### src/rtl/mem_bus_ctrl.sv
// mem_bus_ctrl: memory/IO bus controller sitting behind the microcoded CPU.
// Serves one CPU request at a time against on-chip RAM, a read-only switch
// register and a read/write LED register. A fixed WAIT_CYC wait-state delay
// is inserted before the transfer. Completion is signalled by a one-cycle RDY.
// The controller then holds in HOLD until the CPU drops RD/WR, so a request
// level that stays high never issues a second access.
// Optional build macro MEM_BUS_ACCESS_CNT_EN adds an 8-bit access counter
// at address 8'hF2. Reads return the count; writes clear it.
module mem_bus_ctrl #(
  parameter int         RAM_DEPTH = 128,
  parameter int         WAIT_CYC  = 1,
  parameter logic [7:0] SW_ADDR   = 8'hF0,
  parameter logic [7:0] LED_ADDR  = 8'hF1
) (
  input  logic       CLK,
  input  logic       RST,
  input  logic [7:0] MADDR,
  input  logic [7:0] DATA_W,
  input  logic       RD,
  input  logic       WR,
  output logic [7:0] DATA_R,
  output logic       RDY,
  output logic       BUSY,
  output logic       ERR,
  input  logic [7:0] SW,
  output logic [7:0] LED
);

  // RAM index width; a non-power-of-two depth still uses a power-of-two array
  // so that every index value is in range. Decode limits the real extent.
  localparam int         AW      = (RAM_DEPTH > 1) ? $clog2(RAM_DEPTH) : 1;
  localparam logic [8:0] RAM_END = 9'(RAM_DEPTH);
  localparam logic [4:0] WAIT_N  = 5'(WAIT_CYC);
`ifdef MEM_BUS_ACCESS_CNT_EN
  localparam logic [7:0] CNT_ADDR = 8'hF2;
`endif

  typedef enum logic [2:0] {
    S_IDLE,
    S_WAIT,
    S_XFER,
    S_DONE,
    S_HOLD
  } state_t;

  state_t      state_q, state_d;
  logic [3:0]  cnt_q, cnt_d;
  logic [7:0]  addr_q, addr_d;
  logic [7:0]  wdata_q, wdata_d;
  logic        is_wr_q, is_wr_d;
  logic [7:0]  data_r_q, data_r_d;
  logic        rdy_q, rdy_d;
  logic        busy_q, busy_d;
  logic        err_q, err_d;
  logic [7:0]  led_q, led_d;
  logic [7:0]  sw_meta_q, sw_meta_d;
  logic [7:0]  sw_sync_q, sw_sync_d;
`ifdef MEM_BUS_ACCESS_CNT_EN
  logic [7:0]  acc_q, acc_d;
`endif

  logic [7:0]  ram_q [2**AW];
  logic [AW-1:0] ram_idx;
  logic        sel_ram;
  logic        ram_we;
  logic [7:0]  rd_src;

  assign ram_idx   = addr_q[AW-1:0];
  assign sel_ram   = ({1'b0, addr_q} < RAM_END);
  assign sw_meta_d = SW;
  assign sw_sync_d = sw_meta_q;

  // Read-data decode of the latched address (RAM first, then I/O registers).
  always_comb begin
    rd_src = 8'h00;
    if (sel_ram) begin
      rd_src = ram_q[ram_idx];
    end else if (addr_q == SW_ADDR) begin
      rd_src = sw_sync_q;
    end else if (addr_q == LED_ADDR) begin
      rd_src = led_q;
`ifdef MEM_BUS_ACCESS_CNT_EN
    end else if (addr_q == CNT_ADDR) begin
      rd_src = acc_q;
`endif
    end
  end

  // Next-state logic and per-state register updates of the access sequencer.
  always_comb begin
    state_d  = state_q;
    cnt_d    = cnt_q;
    addr_d   = addr_q;
    wdata_d  = wdata_q;
    is_wr_d  = is_wr_q;
    data_r_d = data_r_q;
    rdy_d    = 1'b0;
    busy_d   = busy_q;
    err_d    = err_q;
    led_d    = led_q;
    ram_we   = 1'b0;
    case (state_q)
      S_IDLE: begin
        if (RD && WR) begin
          // Conflicting request: flag it and wait for the CPU to let go.
          err_d   = 1'b1;
          busy_d  = 1'b1;
          state_d = S_HOLD;
        end else if (RD || WR) begin
          addr_d  = MADDR;
          wdata_d = DATA_W;
          is_wr_d = WR;
          busy_d  = 1'b1;
          cnt_d   = 4'd0;
          state_d = (WAIT_CYC > 0) ? S_WAIT : S_XFER;
        end
      end
      S_WAIT: begin
        if (({1'b0, cnt_q} + 5'd1) == WAIT_N) begin
          cnt_d   = 4'd0;
          state_d = S_XFER;
        end else begin
          cnt_d = cnt_q + 4'd1;
        end
      end
      S_XFER: begin
        if (is_wr_q) begin
          ram_we = sel_ram;
          if (!sel_ram && (addr_q == LED_ADDR)) begin
            led_d = wdata_q;
          end
        end else begin
          data_r_d = rd_src;
        end
        rdy_d   = 1'b1;
        state_d = S_DONE;
      end
      S_DONE: begin
        state_d = S_HOLD;
      end
      S_HOLD: begin
        if (!RD && !WR) begin
          busy_d  = 1'b0;
          state_d = S_IDLE;
        end
      end
      default: begin
        state_d = S_IDLE;
      end
    endcase
  end

`ifdef MEM_BUS_ACCESS_CNT_EN
  // Access counter: a write to its address clears it at XFER, every DONE counts.
  always_comb begin
    acc_d = acc_q;
    if ((state_q == S_XFER) && is_wr_q && !sel_ram && (addr_q == CNT_ADDR)) begin
      acc_d = 8'h00;
    end else if (state_q == S_DONE) begin
      acc_d = acc_q + 8'h01;
    end
  end

  // Access counter register.
  always_ff @(posedge CLK or posedge RST) begin
    if (RST) begin
      acc_q <= 8'h00;
    end else begin
      acc_q <= acc_d;
    end
  end
`endif

  // Sequencer, request latch, outputs and switch synchronizer registers.
  always_ff @(posedge CLK or posedge RST) begin
    if (RST) begin
      state_q   <= S_IDLE;
      cnt_q     <= 4'd0;
      addr_q    <= 8'h00;
      wdata_q   <= 8'h00;
      is_wr_q   <= 1'b0;
      data_r_q  <= 8'h00;
      rdy_q     <= 1'b0;
      busy_q    <= 1'b0;
      err_q     <= 1'b0;
      led_q     <= 8'h00;
      sw_meta_q <= 8'h00;
      sw_sync_q <= 8'h00;
    end else begin
      state_q   <= state_d;
      cnt_q     <= cnt_d;
      addr_q    <= addr_d;
      wdata_q   <= wdata_d;
      is_wr_q   <= is_wr_d;
      data_r_q  <= data_r_d;
      rdy_q     <= rdy_d;
      busy_q    <= busy_d;
      err_q     <= err_d;
      led_q     <= led_d;
      sw_meta_q <= sw_meta_d;
      sw_sync_q <= sw_sync_d;
    end
  end

  // RAM write port; contents are deliberately not reset.
  always_ff @(posedge CLK) begin
    if (ram_we) begin
      ram_q[ram_idx] <= wdata_q;
    end
  end

  assign DATA_R = data_r_q;
  assign RDY    = rdy_q;
  assign BUSY   = busy_q;
  assign ERR    = err_q;
  assign LED    = led_q;

endmodule

### config.mk
export PLATFORM = sky130hd
export DESIGN_NAME = mem_bus_ctrl
export DESIGN_NICKNAME = d
export VERILOG_FILES = /design/src/rtl/mem_bus_ctrl.sv
export SDC_FILE = /design/constraint.sdc
export NUM_CORES = 1
export LEC_CHECK = 0
export ABC_AREA = 1
export CAP_MARGIN = 20
export CORE_AREA = 2 2 326 296
export DETAILED_ROUTE_END_ITERATION = 10
export DIE_AREA = 0 0 328 298
export HOLD_SLACK_MARGIN = 0.03
export PLACE_DENSITY = 0.78
export SETUP_SLACK_MARGIN = 0.02
export SYNTH_ARGS = -nofsm -noshare
export SYNTH_HDL_FRONTEND = slang
export SYNTH_SLANG_ARGS = --single-unit
### constraint.sdc
create_clock -name CLK -period 2.3 [get_ports CLK]
set_clock_uncertainty 0.2 [all_clocks]
set_input_delay 0.46 -clock CLK [delete_from_list [all_inputs] [get_ports CLK]]
set_output_delay 0.46 -clock CLK [all_outputs]
set_load 0.005 [all_outputs]
==> key figures <==
Timing
  – Tmin final: 2.622 ns
  – Final hold vios: 0
  – Max Fclk: 381.4 MHz
  – Worst Max-Slew Pin Slew: 0.7895 ns
  – # setup viols final: 361
  – Slew Limit Fails: 0
  – RSZ-0062 raised after global routing: yes
  – Final period util: 114.0%
  – Min Hold Slack: 0.1513 ns
  – Max_slew headroom: 47.37%
  – Final WS setup: -0.3218 ns

Worst setup path
  – CP Launch Type: flop
  – Reg-to-reg startpoint: addr_q[1]
  – Crit-path max FO: 21
  – Critical Path RT: 2.67 ns
  – Worst EP arrival: 2.99 ns
  – Critical path type: reg2reg
  – CP startpoint: addr_q[1]
  – CP Capture Type: flop

Floorplanning
  – Vert. Die Dim: 298 µm
  – Die footprint: 97740 µm²
  – Die width: 328 µm
  – Core Rows: 107
  – I/O pin count: 47
  – Initial Utilization: 49.76%
  – Core area: 94120 µm²

GRT
  – First-pass GRT wire length: 186.2 mm
  – Total Routing Usage GR: 24.86%
  – Initial antenna violation count: 0
  – Remaining global-route overflow: 0
  – Largest net degree at the start of global routing: 65
  – Vias in the first global route: 32788

Cells and area
  – Fillers: 6885
  – Area of the multi-input gates: 10970 µm²
  – N_diodes: 0
  – Nets: 4986
  – Sequential cell area: 32260 µm²
  – Post-synthesis to final-layout area growth: 19.58%
  – Layout cells sized above 1: 15.28%
  – Post-layout util: 59.50%

Drt
  – DRT Pass-1 Iters: 8
  – Initial drt markers: 4332
  – ANT nets after route: 0
  – Vias post-DR: 33512
  – DR WL/cell: 19.66 µm
  – DR DRC count: 0
  – DRT Wirelength: 123.8 mm
  – Vias per inst: 5.320

Power
  – Int Pwr: 0.04213 W
  – Comb power frac: 34.9%
  – Sequential cell fraction of total power: 38.7%
  – Tot Pwr: 0.06653 W
  – Pwr Density: 1188 nW/µm²
  – Switching part of the total: 36.67%
  – Leakage power total: 24.12 nW
  – Peak supply drop: 1.002 mV
  – Clock group share of total power: 26.4%
  – Switch Pwr: 0.02440 W

Placed design
  – DP HPWL: 74.11 mm
  – RD Place Congestion: 0.9141
  – PortBufs: 46

Yosys
  – Sequential share of the synthesized area: 68.81%
  – Synth warn: 0
  – Netlist cell types: 30
  – Number of synthesized register bits: 1083
  – Cells after Synth: 4627
  – Syn_area_per_cell: 10.12 µm²
  – Synthesized area: 46830 µm²
  – Post-Syn Nets: 4660

Clock network
  – Clk_lat worst skew: 0.70 ns
  – CTS Buffer Depth: 3
  – Num CTS Buffers: 108
  – Clock Sinks: 1083
  – H-Tree Depth: 3
  – Reg clk slew, reported paths: 0.06 ns
  – Root Driver: clkbuf_16
  – CTS tree: yes

Flow run
  – Max cap viols: 0

Hold path
  – Hold Path Class: reg2reg
  – Hold Crit Start: sw_meta_q[5]

Outcome
  – Failing checks: negative setup slack
  – Outcome: finished with violations
[stage by stage]
stage	TNS, ns	setup WS [ns]	std cells	area [µm²]
floorplan	-34.53	-0.06210	4627	46840
global placement	-199.94	-0.3024	6065	51280
detailed placement	-204.25	-0.3382	6065	51280
CTS	-29.13	-0.2738	6290	55510
global route	-41.66	-0.4129	6299	56000
finish	-17.48	-0.3218	6299	56000
[registers in the layout, summed over array words and instances (netlist names)]
register / cells
RDY: 1
wdata_q: 8
sw_meta_q: 8
ERR: 1
cnt_q: 4
sw_sync_q: 8
DATA_R: 8
LED: 8
ram_q: 1024
state_q: 3
addr_q: 8
is_wr_q: 1
BUSY: 1
[path summary, 6_finish.rpt]
| path | endpoint | slack (ns) | cells past startpoint |
|---|---|---|---|
| min in group asynchronous | state_q[1] | 0.42 | 3 |
| max in group asynchronous | LED[6] | 0.93 | 4 |
| worst min-delay path | sw_sync_q[5] | 0.15 | 0 |
| worst max register to register | DATA_R[4] | -0.32 | 14 |
| worst min register to register | sw_sync_q[5] | 0.15 | 0 |
| worst max-delay path | DATA_R[4] | -0.32 | 14 |
[metal layers]
| layer | track usage (%) | part of all wire, % | vias up |
|---|---|---|---|
| li1 | - | - | 15298 |
| met1 | 33.24 | 38 | 15886 |
| met2 | 40.04 | 47 | 2035 |
| met3 | 4.960 | 12 | 293 |
| met4 | 9.797 | 3.6 | 0 |
| met5 | 0 | 0 | - |
[cell usage in the layout, fill, tap and decap left out, types with 9 or more instances in the layout]
cell type,netlist,layout
edfxtp_1,1024,1024
buf_16,0,9
o21ai_1,14,9
buf_6,0,49
clkinv_1,0,19
a21oi_1,24,24
clkbuf_1,101,15
dfrtp_1,59,47
nor2_4,0,17
buf_12,0,59
dfrtp_4,0,9
clkdlybuf4s50_1,0,44
inv_1,831,829
o21ai_0,48,48
nand3_1,435,432
or2_2,121,120
bufinv_16,0,11
nor2_1,609,544
nand2_1,1212,1192
clkinv_2,0,31
nand2_2,2,18
nor2_2,3,51
buf_4,6,232
clkbuf_16,0,115
dlygate4sd3_1,0,9
o211ai_1,16,16
[area by class of cell]
cell class	instances	share of cell area (%)
clock buffer	129	5.114
clock inverter	74	1.202
inverter	836	5.632
multi-input combinational	2509	19.59
sequential	1083	57.61
tap	1253	2.799
timing repair buffer	415	8.054
[synth_stat cells, drive strengths merged]
library cell	instances	area (µm²)
a311oi	2	17.52
a31oi	2	12.51
a21oi	24	120.1
nor2	612	2305
inv	836	3138
a32o	4	40.04
o21ai	62	310.3
dfrtp	59	1476
nand3	435	2177
nand2	1214	4562
or2	121	757.0
nor4	2	27.53
o211ai	16	120.1
clkbuf	101	379.1
o2111ai	1	8.760
edfxtp	1024	30750
o31ai	2	15.01
nand4	2	12.51
o21a	1	7.510
buf	98	490.5
ha	5	62.56
xor2	1	8.760
mux2	3	33.78
[kinds of logic after synthesis]
kind of cell | share of synthesized area [%]
xor+xnor | 0.01871
simple gates | 21.01
fa+ha+maj | 0.1336
buf+inv | 8.558
flops | 68.81
compound gates | 1.392
mux | 0.07213
[power by group through the flow]
stage | Sequential [W] | Combinational, W | Clock (W)
2_1_floorplan | 0.0264 | 0.0108 | 0
3_3_place_gp | 0.0260 | 0.0206 | 0
3_5_place_dp | 0.0261 | 0.0210 | 0
4_1_cts | 0.0257 | 0.0222 | 0.0177
5_1_grt | 0.0257 | 0.0248 | 0.0184
6_report | 0.0257 | 0.0232 | 0.0176
[critical path, cell delays in order, from the launching register on]
cell and delay, ns:
dfrtp_2 0.46, inv_2 0.10, nor2_4 0.05, buf_4 0.17, bufbuf_16 0.32, nand3_1 0.10
nand2_1 0.07, nor2_1 0.19, nor2_1 0.09, nor2_1 0.26, nand2_1 0.09, nand2_1 0.07
nand2_1 0.08, o21ai_2 0.15, a21oi_1 0.08
[repair_timing]
item / CTS / global route
cloned: 4 / 5
setup buffers: 9 / 5
setup endpoints to repair: 1042 / 1052
endpoints found under the hold margin: 21 / 0
hold buffers: 9 / 0
resized for setup: 106 / 98
pin swaps: 4 / 10
(Power assumes the default switching activity.)
